==> config.mk <==
export PLATFORM = sky130hd
export DESIGN_NAME = apb_master_bridge_flat
export DESIGN_NICKNAME = d
export VERILOG_FILES = /design/src/rtl/apb_master_bridge_if.sv /design/src/rtl/apb_master_bridge.sv /design/src/flat_wrapper.sv
export SDC_FILE = /design/constraint.sdc
export NUM_CORES = 1
export LEC_CHECK = 0
export CAP_MARGIN = 0
export CORE_ASPECT_RATIO = 0.9
export CORE_UTILIZATION = 46
export CTS_CLUSTER_SIZE = 30
export DETAILED_ROUTE_END_ITERATION = 8
export PLACE_DENSITY = 0.8
export SYNTH_ARGS = -nofsm -noshare
export SYNTH_HDL_FRONTEND = slang
export SYNTH_SLANG_ARGS = --single-unit
==> constraint.sdc <==
create_clock -name clk -period 2.8 [get_ports clk]
set_input_delay 0.56 -clock clk [delete_from_list [all_inputs] [get_ports clk]]
set_output_delay 0.56 -clock clk [all_outputs]
set_load 0.02 [all_outputs]
==> src/rtl/apb_master_bridge_if.sv <==
// Bundle of the core-side request/response channels and the upstream APB
// signals seen by apb_master_bridge.
interface apb_master_bridge_if #(
  parameter int DWID = 8,
  parameter int AWID = 32
);
  logic            req_valid;
  logic            req_ready;
  logic            req_write;
  logic [AWID-1:0] req_addr;
  logic [DWID-1:0] req_wdata;

  logic            rsp_valid;
  logic            rsp_ready;
  logic [DWID-1:0] rsp_rdata;
  logic            rsp_err;
  logic            rsp_timeout;

  logic            m_psel;
  logic            m_penable;
  logic            m_pwrite;
  logic [AWID-1:0] m_paddr;
  logic [DWID-1:0] m_pwdata;
  logic            m_pready;
  logic            m_pslverr;
  logic [DWID-1:0] m_prdata;

  // Bridge view: accepts requests, produces responses, masters the APB bus.
  modport master (
    input  req_valid, req_write, req_addr, req_wdata,
    output req_ready,
    output rsp_valid, rsp_rdata, rsp_err, rsp_timeout,
    input  rsp_ready,
    output m_psel, m_penable, m_pwrite, m_paddr, m_pwdata,
    input  m_pready, m_pslverr, m_prdata
  );

  // Environment view: the core-side requester plus the APB peripheral side.
  modport slave (
    output req_valid, req_write, req_addr, req_wdata,
    input  req_ready,
    input  rsp_valid, rsp_rdata, rsp_err, rsp_timeout,
    output rsp_ready,
    input  m_psel, m_penable, m_pwrite, m_paddr, m_pwdata,
    output m_pready, m_pslverr, m_prdata
  );
endinterface

==> src/rtl/apb_master_bridge.sv <==
// Single-outstanding valid/ready to APB master bridge with a PREADY timeout
// that aborts a hung ACCESS phase and reports it as an error response.
module apb_master_bridge #(
  parameter int DWID    = 8,
  parameter int AWID    = 32,
  parameter int TIMEOUT = 256,
  parameter int CWID    = 16
) (
  input  logic                clk,
  input  logic                rstn,
  apb_master_bridge_if.master bus
);

  typedef enum logic [1:0] {IDLE, SETUP, ACCESS, RESP} state_t;

  localparam logic [CWID-1:0] TO_LAST = CWID'((TIMEOUT == 0) ? 0 : TIMEOUT - 1);

  function automatic logic [CWID-1:0] sat_inc(input logic [CWID-1:0] c);
    return (&c) ? c : c + 1'b1;
  endfunction

  state_t          state, state_nxt;
  logic [CWID-1:0] cnt, cnt_nxt;
  logic            psel, psel_nxt;
  logic            penable, penable_nxt;
  logic            pwrite, pwrite_nxt;
  logic [AWID-1:0] paddr, paddr_nxt;
  logic [DWID-1:0] pwdata, pwdata_nxt;
  logic            rvalid, rvalid_nxt;
  logic [DWID-1:0] rdata, rdata_nxt;
  logic            rerr, rerr_nxt;
  logic            rto, rto_nxt;

  always_comb begin
    state_nxt   = state;
    cnt_nxt     = cnt;
    psel_nxt    = psel;
    penable_nxt = penable;
    pwrite_nxt  = pwrite;
    paddr_nxt   = paddr;
    pwdata_nxt  = pwdata;
    rvalid_nxt  = rvalid;
    rdata_nxt   = rdata;
    rerr_nxt    = rerr;
    rto_nxt     = rto;
    case (state)
      IDLE: begin
        if (bus.req_valid) begin
          paddr_nxt  = bus.req_addr;
          pwdata_nxt = bus.req_wdata;
          pwrite_nxt = bus.req_write;
          psel_nxt   = 1'b1;
          state_nxt  = SETUP;
        end
      end
      SETUP: begin
        penable_nxt = 1'b1;
        cnt_nxt     = '0;
        state_nxt   = ACCESS;
      end
      ACCESS: begin
        // A peripheral completing on the final allowed cycle still wins.
        if (bus.m_pready) begin
          rdata_nxt   = pwrite ? '0 : bus.m_prdata;
          rerr_nxt    = bus.m_pslverr;
          rto_nxt     = 1'b0;
          psel_nxt    = 1'b0;
          penable_nxt = 1'b0;
          rvalid_nxt  = 1'b1;
          state_nxt   = RESP;
        end else if (TIMEOUT != 0 && cnt == TO_LAST) begin
          rdata_nxt   = '0;
          rerr_nxt    = 1'b1;
          rto_nxt     = 1'b1;
          psel_nxt    = 1'b0;
          penable_nxt = 1'b0;
          rvalid_nxt  = 1'b1;
          state_nxt   = RESP;
        end else begin
          cnt_nxt = sat_inc(cnt);
        end
      end
      RESP: begin
        if (bus.rsp_ready) begin
          rvalid_nxt = 1'b0;
          state_nxt  = IDLE;
        end
      end
      default: state_nxt = IDLE;
    endcase
  end

  always_ff @(posedge clk or negedge rstn) begin
    if (!rstn) begin
      state   <= IDLE;
      cnt     <= '0;
      psel    <= 1'b0;
      penable <= 1'b0;
      pwrite  <= 1'b0;
      paddr   <= '0;
      pwdata  <= '0;
      rvalid  <= 1'b0;
      rdata   <= '0;
      rerr    <= 1'b0;
      rto     <= 1'b0;
    end else begin
      state   <= state_nxt;
      cnt     <= cnt_nxt;
      psel    <= psel_nxt;
      penable <= penable_nxt;
      pwrite  <= pwrite_nxt;
      paddr   <= paddr_nxt;
      pwdata  <= pwdata_nxt;
      rvalid  <= rvalid_nxt;
      rdata   <= rdata_nxt;
      rerr    <= rerr_nxt;
      rto     <= rto_nxt;
    end
  end

  assign bus.req_ready   = (state == IDLE);
  assign bus.m_psel      = psel;
  assign bus.m_penable   = penable;
  assign bus.m_pwrite    = pwrite;
  assign bus.m_paddr     = paddr;
  assign bus.m_pwdata    = pwdata;
  assign bus.rsp_valid   = rvalid;
  assign bus.rsp_rdata   = rdata;
  assign bus.rsp_err     = rerr;
  assign bus.rsp_timeout = rto;

endmodule

==> src/flat_wrapper.sv <==
// flat-port wrapper written by rule: the top's interface ports become plain ports
module apb_master_bridge_flat 
#(
  parameter int DWID    = 8,
  parameter int AWID    = 32,
  parameter int TIMEOUT = 256,
  parameter int CWID    = 16
)
  (clk, rstn, bus_req_valid, bus_req_write, bus_req_addr, bus_req_wdata, bus_req_ready, bus_rsp_valid, bus_rsp_rdata, bus_rsp_err, bus_rsp_timeout, bus_rsp_ready, bus_m_psel, bus_m_penable, bus_m_pwrite, bus_m_paddr, bus_m_pwdata, bus_m_pready, bus_m_pslverr, bus_m_prdata);
  apb_master_bridge_if #(.DWID(DWID), .AWID(AWID)) bus_i ();
  input  logic clk;
  input  logic rstn;
  input wire logic [$bits(bus_i.req_valid)-1:0] bus_req_valid;
  input wire logic [$bits(bus_i.req_write)-1:0] bus_req_write;
  input wire logic [$bits(bus_i.req_addr)-1:0] bus_req_addr;
  input wire logic [$bits(bus_i.req_wdata)-1:0] bus_req_wdata;
  output wire logic [$bits(bus_i.req_ready)-1:0] bus_req_ready;
  output wire logic [$bits(bus_i.rsp_valid)-1:0] bus_rsp_valid;
  output wire logic [$bits(bus_i.rsp_rdata)-1:0] bus_rsp_rdata;
  output wire logic [$bits(bus_i.rsp_err)-1:0] bus_rsp_err;
  output wire logic [$bits(bus_i.rsp_timeout)-1:0] bus_rsp_timeout;
  input wire logic [$bits(bus_i.rsp_ready)-1:0] bus_rsp_ready;
  output wire logic [$bits(bus_i.m_psel)-1:0] bus_m_psel;
  output wire logic [$bits(bus_i.m_penable)-1:0] bus_m_penable;
  output wire logic [$bits(bus_i.m_pwrite)-1:0] bus_m_pwrite;
  output wire logic [$bits(bus_i.m_paddr)-1:0] bus_m_paddr;
  output wire logic [$bits(bus_i.m_pwdata)-1:0] bus_m_pwdata;
  input wire logic [$bits(bus_i.m_pready)-1:0] bus_m_pready;
  input wire logic [$bits(bus_i.m_pslverr)-1:0] bus_m_pslverr;
  input wire logic [$bits(bus_i.m_prdata)-1:0] bus_m_prdata;
  assign bus_i.req_valid = bus_req_valid;
  assign bus_i.req_write = bus_req_write;
  assign bus_i.req_addr = bus_req_addr;
  assign bus_i.req_wdata = bus_req_wdata;
  assign bus_req_ready = bus_i.req_ready;
  assign bus_rsp_valid = bus_i.rsp_valid;
  assign bus_rsp_rdata = bus_i.rsp_rdata;
  assign bus_rsp_err = bus_i.rsp_err;
  assign bus_rsp_timeout = bus_i.rsp_timeout;
  assign bus_i.rsp_ready = bus_rsp_ready;
  assign bus_m_psel = bus_i.m_psel;
  assign bus_m_penable = bus_i.m_penable;
  assign bus_m_pwrite = bus_i.m_pwrite;
  assign bus_m_paddr = bus_i.m_paddr;
  assign bus_m_pwdata = bus_i.m_pwdata;
  assign bus_i.m_pready = bus_m_pready;
  assign bus_i.m_pslverr = bus_m_pslverr;
  assign bus_i.m_prdata = bus_m_prdata;
  apb_master_bridge #(.DWID(DWID), .AWID(AWID), .TIMEOUT(TIMEOUT), .CWID(CWID)) u_core (.clk(clk), .rstn(rstn), .bus(bus_i));
endmodule
==> results.json, run 1 <==
{
  "final_common_cell": "clkdlybuf4s50_1",
  "critPathSlowestCell": "clkdlybuf4s50_1",
  "netlist_top_cells_area": "dfrtp_1, mux2_2, nand2_1",
  "cts.hold.buffers_added": 0,
  "drt_pass1_iterations": 4,
  "portBuffers": 109,
  "core-area_um2": 7110,
  "grt_pass1_wl_mm": 13.2,
  "drive_gt1_frac": 0.190,
  "worst-setup-path-type": "flip-flop to output port",
  "synth_area_per_cell_um2": 11.6,
  "vias": 2728,
  "yosysWarningCount": 0,
  "die_w_um": 92.6,
  "cts_resized": 0,
  "clk_pin_slew_ns": 0.08,
  "cp_num_buf_inv": 2,
  "cts.sinks": 72,
  "synth-simple-area-share": 0.144,
  "synth-seq-area-share": 0.531,
  "clk_path_buf_depth": 2,
  "synth.top_cell.area_share": 0.531,
  "initialDrtViolationCount": 180,
  "overflow": 0,
  "htreeDepth": 3,
  "cp_slowest_stage_delay_ns": 0.65,
  "fin_cells": 504,
  "cp_cell_sequence": "inv_1 > ha_1 > clkdlybuf4s50_1",
  "grt_usage": 0.223,
  "relSlewSlack": 0.575,
  "seqPwrFrac": 0.345,
  "dpl.hpwl_mm": 5.97,
  "p_int_w": 0.00322,
  "rsz0062_at_grt": "false",
  "antenna_found_initial": 0,
  "required_ns": 2.24,
  "placed_cells": 488,
  "die_h_um": 83.5,
  "place_congestion": 0.807,
  "synth.distinct_cells": 49,
  "tightest_slew_ns": 0.637,
  "setup_viol": 0,
  "synth_compound_area_frac": 0.120,
  "synth_edf_count": 0,
  "max_freq_ghz": 0.435,
  "synth-seq-cells": 72,
  "swShare": 0.387,
  "io_pins": 110,
  "nets": 466,
  "clockPowerShare": 0.157,
  "skew_ns": 0.00737,
  "hold_class": "input pin to async pin",
  "p_leak_nw": 1.98,
  "drv_slew": 0,
  "synthToLayoutAreaGrowth_pct": 39.8,
  "synth_top_area_cell": "dfrtp_1",
  "status": "completed",
  "synthAdderAreaFrac": 0.0184,
  "layout_common_cells": "clkdlybuf4s50_1, dfrtp_1, mux2_2",
  "synth_top_family_by_area": "multiplexers",
  "post_cts_buffers": 0,
  "peakVddDrop_mv": 0.770,
  "hold_viol_final": 0,
  "grt_pass1_vias": 2750,
  "num_rows": 29,
  "grt_max_degree": 45,
  "drcViolationCount": 0,
  "antenna_cells": 0,
  "cts_tree": "built",
  "async_flop_share": 1.00,
  "maxCapViolCount": 0,
  "synth-xor-area-share": 0.00258,
  "p_comb_frac": 0.498,
  "routedWlPerCell_um": 16.4,
  "synthCells": 293,
  "critPathArrivalTime_ns": 1.74,
  "wl_mm": 8.24,
  "critPathCaptureType": "output port",
  "clk_latency_ns": 0.35,
  "worstSetupStartpointType": "flip-flop",
  "post-route-min-period_ns": 2.30,
  "start_util": 0.477,
  "path_max_fanout": 5,
  "vias_per_cell": 5.41,
  "ys.flop_type": "dfrtp_1",
  "power.switching_w": 0.00203,
  "finalCritPeriodShare": 0.822,
  "critical-path-top-delay-family": "buffers and inverters",
  "cts_made_buffers": 9,
  "dieArea_um2": 7730,
  "tns_ns": 0,
  "p_per_area_nw_per_um2": 1110,
  "netlist_area_um2": 3390,
  "syn_nets": 353,
  "synth_mux_area_frac": 0.145,
  "root_buffer": "clkbuf_8",
  "ant_nets": 0
}
## final cells by class
class	count	area, um^2
fill	568	2370
clock inverter	6	67.6
multi-input combinational	199	1460
inverter	7	26.3
sequential	72	1800
tap	93	116
timing repair buffer	117	1150
clock buffer	10	128
## synthesized netlist by cell type (all sizes together), types with 2 or more instances
master   n
o22ai    2
and3     6
mux2i    3
nor4     3
buf     10
or4      3
o21ai   21
ha       5
nand2b   2
a31oi    9
nand4    2
nand3   16
or3      2
dfrtp   72
mux2    41
nand2   35
and4     4
nor2b    3
and2b    2
nor2     4
o311ai   2
inv      7
nor3     3
a21o     3
a21oi   13
a211oi   4
o31a     2
clkbuf   5
## state kept, by name, summed over array words and instances (netlist names)
register and count:
u_core.bus.m_pwdata 8, u_core.bus.rsp_err 1, u_core.bus.rsp_rdata 8, u_core.state 2, u_core.bus.m_psel 1, u_core.bus.m_paddr 32
u_core.bus.rsp_valid 1, u_core.bus.rsp_timeout 1, u_core.cnt 16, u_core.bus.m_penable 1, u_core.bus.m_pwrite 1
## metal layers
metal / global-route usage / wire (um)
met1: 0.275 / 3390
met2: 0.366 / 4070
met3: 0.0528 / 536
met4: 0.107 / 245
met5: 0 / 0
## worst paths after layout
path	from	to	depth (start not counted)	slack [ns]
worst max-delay path	u_core.state[0]	bus_req_ready	3	0.50
worst min-delay path	rstn	u_core.bus.m_pwdata[7]	2	0.23
worst max register to register	u_core.cnt[12]	u_core.cnt[2]	5	0.61
worst min register to register	u_core.bus.rsp_rdata[0]	u_core.bus.rsp_rdata[0]	2	0.49
max in group asynchronous	rstn	u_core.bus.rsp_err	2	2.10
min in group clk	u_core.bus.rsp_rdata[0]	u_core.bus.rsp_rdata[0]	2	0.49
## kinds of logic (layout without fill, tap and decap cells)
logic type               count (synthesis)  in the layout
AND/OR/NAND/NOR                         89             89
AO/OA/AOI/OAI                           60             60
buffers and inverters                   22            140
adder cells (fa/ha/maj)                  5              5
XOR/XNOR                                 1              1
multiplexers                            44             44
flip-flops                              72             72
## through the flow
stage                     instance area, um^2  total power (W)   util  setup WS, ns  hold WS (ns)
after floorplan                          3390          0.00333      -         0.800         0.264
after global placement                   4550          0.00436  0.640         0.636         0.466
after detailed placement                 4550          0.00445  0.640         0.582         0.476
after CTS                                4740          0.00529  0.667         0.476         0.233
after global routing                     4740          0.00553  0.667         0.411         0.263
final                                    4740          0.00525  0.667         0.500         0.225
## power by group through the flow
stage,Clock (W),Sequential [W],Combinational (W)
final,0.000825,0.00181,0.00262
after global routing,0.000880,0.00187,0.00278
after CTS,0.000844,0.00181,0.00264
after detailed placement,0,0.00183,0.00262
after global placement,0,0.00180,0.00256
after floorplan,0,0.00224,0.00109
Power figures use the tool's default switching activity.
==> inputs of run 2 (changes only) <==
==> constraint.sdc (replaced) <==
create_clock -name clk -period 2.3 [get_ports clk]
set_input_delay 0.46 -clock clk [delete_from_list [all_inputs] [get_ports clk]]
set_output_delay 0.46 -clock clk [all_outputs]
set_load 0.02 [all_outputs]
==> run 2 against run 1 <==
Effect of this change:
- non-clock buffer count grew 3
- die area unchanged
- register-to-register slack worse by 0.44 ns
- clock skew up 0.0031 ns
- final area is 1.6% higher
- power up 24%
- clock power grew 32%
- hold slack got worse by 0.041 ns
- global-route usage up 0.38 points
- flip-flop and latch count unchanged
- via count grew 0.22%
- critical endpoint is now u_core.state[1]
- largest power group unchanged
- highest routed layer unchanged
==> results.json, run 2 (synthesized netlist as in run 1, its figures left out) <==
{
  "status": "completed",
  "skew_ns": 0.0104,
  "clk_path_buf_depth": 2,
  "start_util": 0.477,
  "htreeDepth": 3,
  "tightest_slew_ns": 0.776,
  "finalPower_w": 0.00651,
  "grt_pass1_wl_mm": 13.4,
  "drt_pass1_iterations": 4,
  "nets": 469,
  "grt_max_degree": 42,
  "tns_ns": 0,
  "layout_common_cells": "clkdlybuf4s50_1, dfrtp_1, mux2_2",
  "dpl.hpwl_mm": 6.01,
  "finalCritPeriodShare": 0.928,
  "drv_slew": 0,
  "pre_cts_ws_ns": 0.182,
  "cts_tree": "built",
  "p_leak_nw": 2.03,
  "final_common_cell": "clkdlybuf4s50_1",
  "root_buffer": "clkbuf_8",
  "clk_latency_ns": 0.35,
  "required_ns": 2.57,
  "antenna_found_initial": 0,
  "grt_usage": 0.226,
  "hold_viol_final": 0,
  "ant_nets": 0,
  "die_w_um": 92.6,
  "maxCapViolCount": 0,
  "worstSetupStartpointType": "flip-flop",
  "clk_pin_slew_ns": 0.08,
  "placed_cells": 491,
  "place_congestion": 0.888,
  "critPathCaptureType": "flip-flop",
  "wl_mm": 8.04,
  "antenna_cells": 0,
  "setup_viol": 0,
  "dieArea_um2": 7730,
  "cts.sinks": 72,
  "largest_reg_flops": 32,
  "rsz0062_at_grt": "false",
  "hold_class": "input pin to async pin",
  "p_per_area_nw_per_um2": 1350,
  "peakVddDrop_mv": 0.933,
  "relSlewSlack": 0.483,
  "max_freq_ghz": 0.469,
  "worst-setup-path-type": "flip-flop to flip-flop",
  "setup_ws_ns": 0.166,
  "cts_made_buffers": 9,
  "vias": 2734,
  "vias_per_cell": 5.39,
  "die_h_um": 83.5,
  "critPathArrivalTime_ns": 2.40,
  "path_max_fanout": 9,
  "drive_gt1_frac": 0.196,
  "overflow": 0,
  "io_pins": 110,
  "drcViolationCount": 0,
  "routedWlPerCell_um": 15.9,
  "post-route-min-period_ns": 2.13,
  "fin_cells": 507,
  "portBuffers": 109,
  "synthToLayoutAreaGrowth_pct": 42.0,
  "core-area_um2": 7110,
  "grt_pass1_vias": 2714,
  "initialDrtViolationCount": 134,
  "num_rows": 29
}
-- run 2: worst paths after layout --
path	start	endpoint	slack [ns]	cells after the start
worst max-delay path	u_core.cnt[9]	u_core.state[1]	0.17	5
worst min-delay path	rstn	u_core.cnt[6]	0.18	1
worst max register to register	u_core.cnt[9]	u_core.state[1]	0.17	5
worst min register to register	u_core.bus.rsp_rdata[7]	u_core.bus.rsp_rdata[7]	0.48	2
max in group asynchronous	rstn	u_core.bus.m_paddr[26]	1.46	2
min in group clk	u_core.bus.rsp_rdata[7]	u_core.bus.rsp_rdata[7]	0.48	2
-- run 2: cell type report --
type	count	area (um^2)
Inverter	7	26.3
Multi-Input combinational cell	199	1460
Timing Repair Buffer	120	1200
Clock inverter	6	92.6
Clock buffer	10	128
Fill cell	567	2290
Sequential cell	72	1800
Tap cell	93	116
-- run 2: repair_timing --
item | CTS | global route
hold buffers | 0 | 0
setup endpoints to repair | 0 | 1
buffers inserted | 0 | 0
gates resized for setup | 0 | 1
-- run 2: metal layers --
metal  vias to the layer above  part of all wire  track usage
met1                      1320              0.40        0.275
li1                       1293                 -            -
met2                       110              0.51        0.378
met4                         0             0.020       0.0781
met3                        11             0.071       0.0719
met5                         -                 0            0
-- run 2: per-stage QoR --
stage	hold WS, ns	cell area, um^2	utilization
6_report	0.184	4820	0.678
5_1_grt	0.214	4820	0.678
4_1_cts	0.209	4820	0.677
3_5_place_dp	0.474	4600	0.646
3_3_place_gp	0.469	4600	0.646
2_1_floorplan	0.164	3390	-
-- run 2: power by group --
group	total (W)	internal, W	switching, W	leakage [nW]
registers	0.00221	0.00182	0.000386	0.888
clock network	0.00109	0.000616	0.000475	0.103
logic	0.00321	0.00162	0.00158	1.04
-- run 2: worst max-delay path: stages (launching register included) --
cell and delay [ns]:
dfrtp_1 0.47, or4_4 0.59, nor4_4 0.39, nor2_2 0.11
a211oi_2 0.29, mux2i_1 0.21
==> inputs of run 3 (changes only) <==
--- a/config.mk
+++ b/config.mk
@@ -8,6 +8,7 @@
 export CAP_MARGIN = 0
 export CORE_ASPECT_RATIO = 0.9
 export CORE_UTILIZATION = 46
+export CTS_CLUSTER_DIAMETER = 60
 export CTS_CLUSTER_SIZE = 30
 export DETAILED_ROUTE_END_ITERATION = 8
 export PLACE_DENSITY = 0.8
==> results of run 3 <==
No change in the layout: final DEF, timing and power equal those of run 2.
